==> config.mk <==
export PLATFORM = sky130hd
export DESIGN_NAME = vis_bytestream_flat
export DESIGN_NICKNAME = d
export VERILOG_FILES = /design/src/rtl/vis_bytestream_if.sv /design/src/rtl/vis_bytestream.sv /design/src/flat_wrapper.sv
export SDC_FILE = /design/constraint.sdc
export NUM_CORES = 1
export LEC_CHECK = 0
export CORE_ASPECT_RATIO = 2
export CORE_MARGIN = 1
export CORE_UTILIZATION = 65
export CTS_BUF_LIST = sky130_fd_sc_hd__clkbuf_8
export CTS_CLUSTER_DIAMETER = 50
export DETAILED_ROUTE_END_ITERATION = 7
export DONT_BUFFER_PORTS = 1
export PLACE_DENSITY = 0.86
export SYNTH_ARGS = -nofsm -noshare
export SYNTH_HDL_FRONTEND = slang
export SYNTH_SLANG_ARGS = --single-unit
==> constraint.sdc <==
create_clock -name clock -period 13.2 [get_ports clock]
set_clock_uncertainty 0.05 [all_clocks]
set_input_delay 2.64 -clock clock [delete_from_list [all_inputs] [get_ports clock]]
set_output_delay 2.64 -clock clock [all_outputs]
set_load 0.03 [all_outputs]
==> src/rtl/vis_bytestream_if.sv <==
// Byte-wide AXI4-Stream link from the visibility serialiser
// toward the bus/readout logic.
interface vis_bytestream_if;
  logic       m_tvalid;
  logic       m_tready;
  logic       m_tlast;
  logic [7:0] m_tdata;

  modport master (
    output m_tvalid,
    output m_tlast,
    output m_tdata,
    input  m_tready
  );

  modport slave (
    input  m_tvalid,
    input  m_tlast,
    input  m_tdata,
    output m_tready
  );
endinterface

==> src/rtl/vis_bytestream.sv <==
// Buffers accumulated visibilities in a FIFO and serialises each
// re/im pair LSB-first onto a byte-wide AXI4-Stream.
module vis_bytestream #(
  parameter int WIDTH = 36,
  parameter int DEPTH = 16,
  parameter int ABITS = 4
) (
  input  logic             clock,
  input  logic             reset,
  input  logic             valid_i,
  input  logic             last_i,
  input  logic [WIDTH-1:0] revis_i,
  input  logic [WIDTH-1:0] imvis_i,
  vis_bytestream_if.master m,
  output logic [ABITS:0]   level_o,
  output logic             overflow_o
);
  localparam int BYTES = (WIDTH + 7) / 8;
  localparam int EXT   = 8 * BYTES;
  localparam int SW    = 2 * EXT;
  localparam int EW    = 2 * WIDTH + 1;
  localparam int CBITS = $clog2(2 * BYTES);
  localparam logic [CBITS-1:0] LASTBEAT =
    CBITS'(2 * BYTES - 1);
  localparam logic [ABITS:0] FULL = (ABITS+1)'(DEPTH);

  typedef enum logic {IDLE, SEND} state_t;

  logic [EW-1:0]    r_mem [DEPTH];
  logic [ABITS-1:0] r_wp;
  logic [ABITS-1:0] r_rp;
  logic [ABITS:0]   r_level;
  logic             r_ovf;

  state_t           r_state;
  logic [SW-1:0]    r_shift;
  logic [CBITS-1:0] r_cnt;
  logic             r_last;
  logic             r_tvalid;
  logic             r_tlast;

  logic             w_full;
  logic             w_empty;
  logic             w_wr;
  logic             w_hs;
  logic             w_endw;
  logic             w_pop;
  logic [EW-1:0]    w_head;
  logic             w_hlast;
  logic [EXT-1:0]   w_re_ext;
  logic [EXT-1:0]   w_im_ext;
  logic [SW-1:0]    w_load;

  assign w_full  = (r_level == FULL);
  assign w_empty = (r_level == '0);
  assign w_wr    = valid_i && !w_full;
  assign w_hs    = r_tvalid && m.m_tready;
  assign w_endw  = w_hs && (r_cnt == '0);
  // Pop either to start from idle or to chain words with no bubble.
  assign w_pop   = !w_empty && ((r_state == IDLE) || w_endw);

  assign w_head   = r_mem[r_rp];
  assign w_hlast  = w_head[EW-1];
  assign w_re_ext = EXT'($signed(w_head[WIDTH-1:0]));
  assign w_im_ext = EXT'($signed(w_head[2*WIDTH-1:WIDTH]));
  assign w_load   = {w_im_ext, w_re_ext};

  always_ff @(posedge clock) begin
    if (w_wr && !reset)
      r_mem[r_wp] <= {last_i, imvis_i, revis_i};
  end

  always_ff @(posedge clock) begin
    if (reset) begin
      r_wp    <= '0;
      r_rp    <= '0;
      r_level <= '0;
      r_ovf   <= 1'b0;
    end else begin
      if (w_wr)
        r_wp <= r_wp + 1'b1;
      if (w_pop)
        r_rp <= r_rp + 1'b1;
      r_level <= r_level
               + (ABITS+1)'(w_wr)
               - (ABITS+1)'(w_pop);
      r_ovf   <= r_ovf | (valid_i && w_full);
    end
  end

  always_ff @(posedge clock) begin
    if (reset) begin
      r_state  <= IDLE;
      r_shift  <= '0;
      r_cnt    <= '0;
      r_last   <= 1'b0;
      r_tvalid <= 1'b0;
      r_tlast  <= 1'b0;
    end else begin
      unique case (r_state)
        IDLE: begin
          if (!w_empty) begin
            r_state  <= SEND;
            r_shift  <= w_load;
            r_cnt    <= LASTBEAT;
            r_last   <= w_hlast;
            r_tvalid <= 1'b1;
            r_tlast  <= 1'b0;
          end
        end
        SEND: begin
          if (w_hs) begin
            if (r_cnt != '0) begin
              r_shift <= {8'h00, r_shift[SW-1:8]};
              r_cnt   <= r_cnt - 1'b1;
              r_tlast <= (r_cnt == CBITS'(1)) && r_last;
            end else if (!w_empty) begin
              r_shift <= w_load;
              r_cnt   <= LASTBEAT;
              r_last  <= w_hlast;
              r_tlast <= 1'b0;
            end else begin
              r_state  <= IDLE;
              r_shift  <= '0;
              r_tvalid <= 1'b0;
              r_tlast  <= 1'b0;
            end
          end
        end
        default: r_state <= IDLE;
      endcase
    end
  end

  assign m.m_tvalid = r_tvalid;
  assign m.m_tlast  = r_tlast;
  assign m.m_tdata  = r_shift[7:0];
  assign level_o    = r_level;
  assign overflow_o = r_ovf;
endmodule

==> src/flat_wrapper.sv <==
// flat-port wrapper written by rule: the top's interface ports become plain ports
module vis_bytestream_flat 
#(
  parameter int WIDTH = 36,
  parameter int DEPTH = 16,
  parameter int ABITS = 4
)
  (clock, reset, valid_i, last_i, revis_i, imvis_i, level_o, overflow_o, m_m_tvalid, m_m_tlast, m_m_tdata, m_m_tready);
  vis_bytestream_if m_i ();
  input  logic clock;
  input  logic reset;
  input  logic valid_i;
  input  logic last_i;
  input  logic [WIDTH-1:0] revis_i;
  input  logic [WIDTH-1:0] imvis_i;
  output logic [ABITS:0] level_o;
  output logic overflow_o;
  output wire logic [$bits(m_i.m_tvalid)-1:0] m_m_tvalid;
  output wire logic [$bits(m_i.m_tlast)-1:0] m_m_tlast;
  output wire logic [$bits(m_i.m_tdata)-1:0] m_m_tdata;
  input wire logic [$bits(m_i.m_tready)-1:0] m_m_tready;
  assign m_m_tvalid = m_i.m_tvalid;
  assign m_m_tlast = m_i.m_tlast;
  assign m_m_tdata = m_i.m_tdata;
  assign m_i.m_tready = m_m_tready;
  vis_bytestream #(.WIDTH(WIDTH), .DEPTH(DEPTH), .ABITS(ABITS)) u_core (.clock(clock), .reset(reset), .valid_i(valid_i), .last_i(last_i), .revis_i(revis_i), .imvis_i(imvis_i), .m(m_i), .level_o(level_o), .overflow_o(overflow_o));
endmodule
==> out/metrics.cfg, run 1 <==
[timing]
fin_crit_ns=5.24
drv_slew=0
setup_viol=0
max_slew_margin_pct=15.7
whs_ns=0.429
finalHoldViolations=0
final.setup.tns_ns=0
rsz0062_at_grt=no
period_share_pct=39.7
worst_pin_slew_ns=1.26
fmax_ghz=0.191

[final_layout]
area_growth_pct=8.04
stdcell_count=3432
fin_nets=2456
final_core_utilization_pct=71.2
final_cell_mix=edfxtp_1, mux4_2, clkbuf_8
layout-drive-gt1-share_pct=22.9
nFillCells=3955
mostFrequentLayoutCell=edfxtp_1

[worst_setup_path]
r2r_slack_ns=8.37
worstReg2RegEnd=u_core.r_shift[24]
crit_arrival_ns=5.60
crit_path_end=u_core.r_mem[6][3]
r2r_cells=7
cp_max_fo=45
critPathBufInv=1
cpLargestDelayFamily=simple AND/OR/NAND/NOR gates
end_kind=flop
crit_start=valid_i
crit_chain=nor2b_1, nand2_1, nor2_4, buf_4
crit_type=in -> reg
worstPathRequired_ns=13.56
crit_cells=4
worst_setup_path_start_kind=primary input
cpPeakStageDelay_ns=0.97
slowest_stage=nor2_4

[yosys]
ys_warn_count=0
synth_edf_count=1168
yosysSeqAreaShare_pct=76.0
syn_nets=2410
synth_ff_type=edfxtp_1
synth.top_cell.area_share_pct=71.9
syn_area_per_cell_um2=21.1
syn_inst=2318
synth_area_leaders=edfxtp_1, mux4_2, dfxtp_1, mux2i_1, a221oi_1
syn_area_um2=48800
synth_async_sr_flop_share_pct=0
synth_cell_types=46
netlist.top_cell.by_area=edfxtp_1
ys_ff_latch=1270

[floorplanning]
fp.dieArea_um2=76200
start_util_pct=65.9
num_rows=141
dieHeight_um=390
ios=93
die_w_um=196
fp.coreArea_um2=74100

[cts]
cts_tree=yes
cts.sinks=1270
postCtsHoldBufs=0
clk-insertion-delay-late_ns=0.81
postCtsSetupBuffers=0
cts_resized=0
clkTransAtPathRegs_ns=0.08
cts_buffers=159
cts-root-buf=clkbuf_8
cts_buffer_depth=3
cts_htree_levels=4

[placement]
gp_congestion=0.812
io_buffers=0
post-dp-hpwl_mm=59.1
dp_cells=3132

[drt]
dr.pass1.iters=5
wl_mm=107
vias_per_cell=6.99
final_antenna_net_count=0
dr.first_iter.drc_count=2573
wl_per_cell_um=31.3
drc=0
vias=24000

[min_path]
hold_path.class=reg -> reg

[grt]
grt-ovfl-total=0
grt_pass1_wl_mm=159
antenna_found_initial=1
track_usage_pct=29.1
grt_pass1_vias=25200
grt_max_degree=138

[pwr]
p_clk_share_pct=29.9
p_sw_mw=2.55
p_seq_share_pct=52.4
p_int_mw=6.73
p_comb_share_pct=17.8
swShare_pct=27.5
p_per_area_nw_per_um2=176
vdd_ir_drop_max_uv=112
p_leak_nw=16.0

[run]
drv_cap=0

[status]
status=finished, final reports clean

## metrics by stage
stage / setup WS, ns / area (µm²) / power (mW)
floorplan: 6.36 / 48800 / 6.15
global placement: 7.37 / 49600 / 6.51
detailed placement: 7.20 / 49600 / 6.58
CTS: 8.04 / 52700 / 9.31
global route: 7.89 / 52700 / 9.58
finish: 7.96 / 52700 / 9.28
## area by class of cell
cell class / instances / area [µm²] / area share (%)
flip-flops and latches: 1270 / 37100 / 70.4
well taps: 929 / 1160 / 2.20
clock inverters: 124 / 748 / 1.42
multi-input cells: 888 / 11000 / 20.8
diodes: 2 / 5.00 / 0.00949
clock buffers: 174 / 2390 / 4.54
inverters: 12 / 45.0 / 0.0854
repair buffers: 33 / 273 / 0.517
## synthesized netlist by cell type (2+ instances only)
library cell and instances:
a21oi_1 23, nand3_1 8, a22o_1 66, mux4_2 288, mux2i_1 132, and2_1 3
o22ai_1 2, and3_1 2, o21bai_1 2, edfxtp_1 1168, a21o_1 6, o21ai_0 66
buf_2 65, buf_1 6, a221oi_1 67, xor2_1 6, or4_1 5, nor2_1 46
nand2_1 85, clkbuf_1 39, a211oi_1 14, buf_4 27, buf_6 11, nand4_1 2
dfxtp_1 102, xnor2_1 3, a2111oi_0 5, o21ai_1 2, ha_1 14, or3_1 2
nor3_1 3, inv_1 12, nor2b_1 23
## power groups by stage
stage / registers (mW) / clock network, mW / logic [mW]
2_1_floorplan: 4.74 / 0 / 1.41
3_3_place_gp: 4.92 / 0 / 1.59
3_5_place_dp: 4.93 / 0 / 1.65
4_1_cts: 4.85 / 2.80 / 1.66
5_1_grt: 4.87 / 2.96 / 1.76
6_report: 4.86 / 2.77 / 1.65
## registers in the layout, summed over array words and instances (netlist names), named ones only
name / flops
u_core.r_rp: 4
u_core.r_state: 1
u_core.overflow_o: 1
u_core.level_o: 5
u_core.r_mem: 1168
u_core.r_shift: 76
u_core.r_wp: 4
u_core.m.m_tvalid: 1
u_core.m.m_tlast: 1
u_core.r_cnt: 4
u_core.r_last: 1
## logic make-up after synthesis
family	Yosys count	synth area share (%)
flip-flops	1270	76.0
multiplexers	420	16.0
AO/OA/AOI/OAI	257	3.85
AND/OR/NAND/NOR	187	1.77
buffers and inverters	160	1.77
adder cells (fa/ha/maj)	15	0.400
XOR/XNOR	9	0.162
## worst min path at each step
stage / from / endpoint / cells after the start
after CTS: u_core.r_shift[44] / u_core.r_shift[36] / 2
after detailed placement: u_core.r_shift[44] / u_core.r_shift[36] / 2
after floorplan: u_core.r_shift[67] / u_core.r_shift[67] / 2
after global placement: u_core.r_shift[44] / u_core.r_shift[36] / 2
final: u_core.r_shift[44] / u_core.r_shift[36] / 2
after global routing: u_core.r_shift[8] / u_core.r_shift[8] / 1
## worst reg2reg max path: stages, from the launching register on
cell      delay (ns)
dfxtp_4         0.87
buf_4           0.79
buf_12          0.71
buf_4           1.00
mux4_2          0.67
mux2i_1         0.24
a221oi_1        0.12
a22o_1          0.23
## routing by layer
| metal | track usage [%] | share of wire (%) | vias to the layer above |
|---|---|---|---|
| li1 | - | - | 9778 |
| met1 | 34.9 | 33 | 12300 |
| met2 | 49.0 | 52 | 1524 |
| met3 | 5.75 | 8.8 | 356 |
| met4 | 17.6 | 5.8 | 0 |
| met5 | 0 | 0 | - |
No activity file was read; power rests on OpenSTA's default activity.
==> inputs of run 2 (changes only) <==
CORE_UTILIZATION = 59   (was 65)
PLACE_DENSITY = 0.83   (was 0.86)
clock period = 4.2 ns   (was 13.2 ns; I/O delays follow)
==> run 2 against run 1 <==
Non-clock buffer count increased by 41. Wire length increased by 1.4%. Critical path depth increased by 10. Sequential cell count unchanged. Die area increased by 10%. Via count increased by 0.84%. Total power increased to 3.2 times the previous value. Sequential power increased to 3.1 times the previous value. Register-to-register slack got worse by 7.8 ns. Global-route usage decreased by 2.4 points. Critical endpoint is now u_core.level_o[4]. Largest cell class unchanged.
==> out/metrics.cfg, run 2 (same netlist as run 1, synthesis figures left out) <==
[worst_setup_path]
slowest_stage=or3b_1
crit_chain=inv_1, ha_1, or3b_1, o21ai_1, nand2_1, inv_1, ha_1, inv_1, ha_1, fa_1, a21oi_1, nor2_1, or3_1, a21oi_1
crit_type=reg -> reg
r2r_slack_ns=0.59  ; -7.78 ns
worst_setup_path_start_kind=flop
crit_start=u_core.r_cnt[0]
cp_max_fo=7  ; -84%
worstPathRequired_ns=4.89  ; -8.67 ns
worstReg2RegEnd=u_core.level_o[4]
r2r_cells=14  ; +7
r2r_start=u_core.r_cnt[0]
crit_arrival_ns=4.31  ; -1.29 ns
crit_path_end=u_core.level_o[4]
end_kind=flop
cpPeakStageDelay_ns=0.45  ; -0.52 ns

[drt]
vias=24200  ; +0.84%
top_layer=met4
routed-wl-met2_mm=58.5  ; +4.6%
dr.pass1.iters=8  ; +3
vias_per_cell=6.75  ; -3.5%
drc=0  ; unchanged
wl_mm=109  ; +1.4%
drt-met1-wl_mm=35.5  ; -0.63%
met3_length_mm=9.25  ; -2.4%
final_antenna_net_count=0  ; unchanged
dr.first_iter.drc_count=2521  ; -2.0%
wl_per_cell_um=30.4  ; -2.9%

[placement]
dpl_cell_area_um2=50300  ; +1.5%
post-dp-hpwl_mm=62.8  ; +6.2%
dp_cells=3293  ; +5.1%
io_buffers=0  ; unchanged
gp_congestion=0.789  ; -2.9%
dpl_worst_slack_ns=0.634  ; -6.57 ns

[timing]
rsz0062_at_grt=no
fin_crit_ns=3.61
worst_slack_ns=0.585  ; -7.37 ns
final.setup.tns_ns=0  ; unchanged
setup_viol=0  ; unchanged
finalHoldViolations=0  ; unchanged
period_share_pct=86.1
drv_slew=0  ; unchanged
whs_ns=0.0482  ; -0.380 ns
worst_pin_slew_ns=1.14  ; -0.118 ns
fmax_ghz=0.277
max_slew_margin_pct=23.6  ; +7.9 points

[cts]
cts_tree=yes
clkTransAtPathRegs_ns=0.07  ; about the same
cts_buffers=159  ; unchanged
cts_buffer_depth=3  ; unchanged
clk-insertion-delay-late_ns=0.81  ; about the same
cts_htree_levels=4  ; unchanged
cts.sinks=1270  ; unchanged
cts_resized=0  ; unchanged
cts-root-buf=clkbuf_8

[grt]
grt-ovfl-total=0  ; unchanged
grt_pass1_wl_mm=160  ; +1.1%
track_usage_pct=26.7  ; -2.4 points
grt_pass1_vias=25600  ; +1.4%
grt_max_degree=99  ; -28%
antenna_found_initial=2  ; +1

[floorplanning]
start_util_pct=59.8  ; -6.1 points
ios=93  ; unchanged
fp.coreArea_um2=81700  ; +10%
die_w_um=205  ; +4.9%
num_rows=148  ; +5.0%
fp.dieArea_um2=83900  ; +10%
dieHeight_um=409  ; +4.9%

[final_layout]
final_core_utilization_pct=65.5  ; -5.7 points
stdcell_area_um2=53500  ; +1.4%
layout-drive-gt1-share_pct=24.3  ; +1.4 points
nFillCells=4827  ; +22%
fin_nets=2497  ; +1.7%
largest_reg_flops=1168  ; unchanged
mostFrequentLayoutCell=edfxtp_1
top_register=u_core.r_mem
final_cell_mix=edfxtp_1, mux4_2, clkbuf_8
stdcell_count=3587  ; +4.5%
area_growth_pct=9.55

[pwr]
vdd_ir_drop_max_uv=307  ; +170%
total_power_mw=29.3  ; +220%
p_leak_nw=16.4  ; +1.9%
p_per_area_nw_per_um2=548  ; +210%

[min_path]
hold_path.class=in -> reg

[status]
status=finished, final reports clean

[run]
drv_cap=0  ; unchanged

-- run 2: metal layers --
layer	vias to the layer above	track usage (%)
li1	9848	-
met1	12600	30.7
met2	1444	46.4
met3	346	5.50
met4	0	14.5
met5	-	0
-- run 2: worst max-delay path, delay by kind of cell, from the launching register on --
kind	cells	cell delay, ns
compound gates	3	0.71
fa+ha+maj	4	1.00
buf+inv	3	0.34
flops	1	0.36
simple gates	4	1.10
-- run 2: area by class of cell --
type                            count  area [µm²]  share of cell area, %
Tap cell                         1050        1310                   2.46
Inverter                           12        45.0                 0.0842
Sequential cell                  1270       37100                   69.4
Clock buffer                      175        2410                   4.50
Antenna cell                        2        5.00                0.00936
Multi-Input combinational cell    888       11000                   20.5
Timing Repair Buffer               74         896                   1.68
Clock inverter                    116         696                   1.30
-- run 2: how the worst min path moves through the flow --
| stage | end | cells past startpoint | from |
|---|---|---|---|
| 4_1_cts | u_core.m.m_tvalid | 1 | reset |
| 6_report | u_core.m.m_tvalid | 1 | reset |
| 5_1_grt | flop | 1 | reset |
| 2_1_floorplan | u_core.r_shift[67] | 2 | u_core.r_shift[67] |
| 3_5_place_dp | u_core.r_shift[69] | 2 | u_core.r_shift[69] |
| 3_3_place_gp | u_core.r_shift[70] | 2 | u_core.r_shift[70] |
-- run 2: report_power, final --
group          total [mW]  switching (mW)  internal, mW
Sequential           15.2           0.771          14.4
Clock                8.63            4.38          4.24
Combinational        5.52            2.91          2.61
-- run 2: timing repair --
action	4_1_cts	5_1_grt
setup endpoints to repair	0	0
hold endpoints to repair	7	0
hold buffers	1	0
setup buffers	0	0
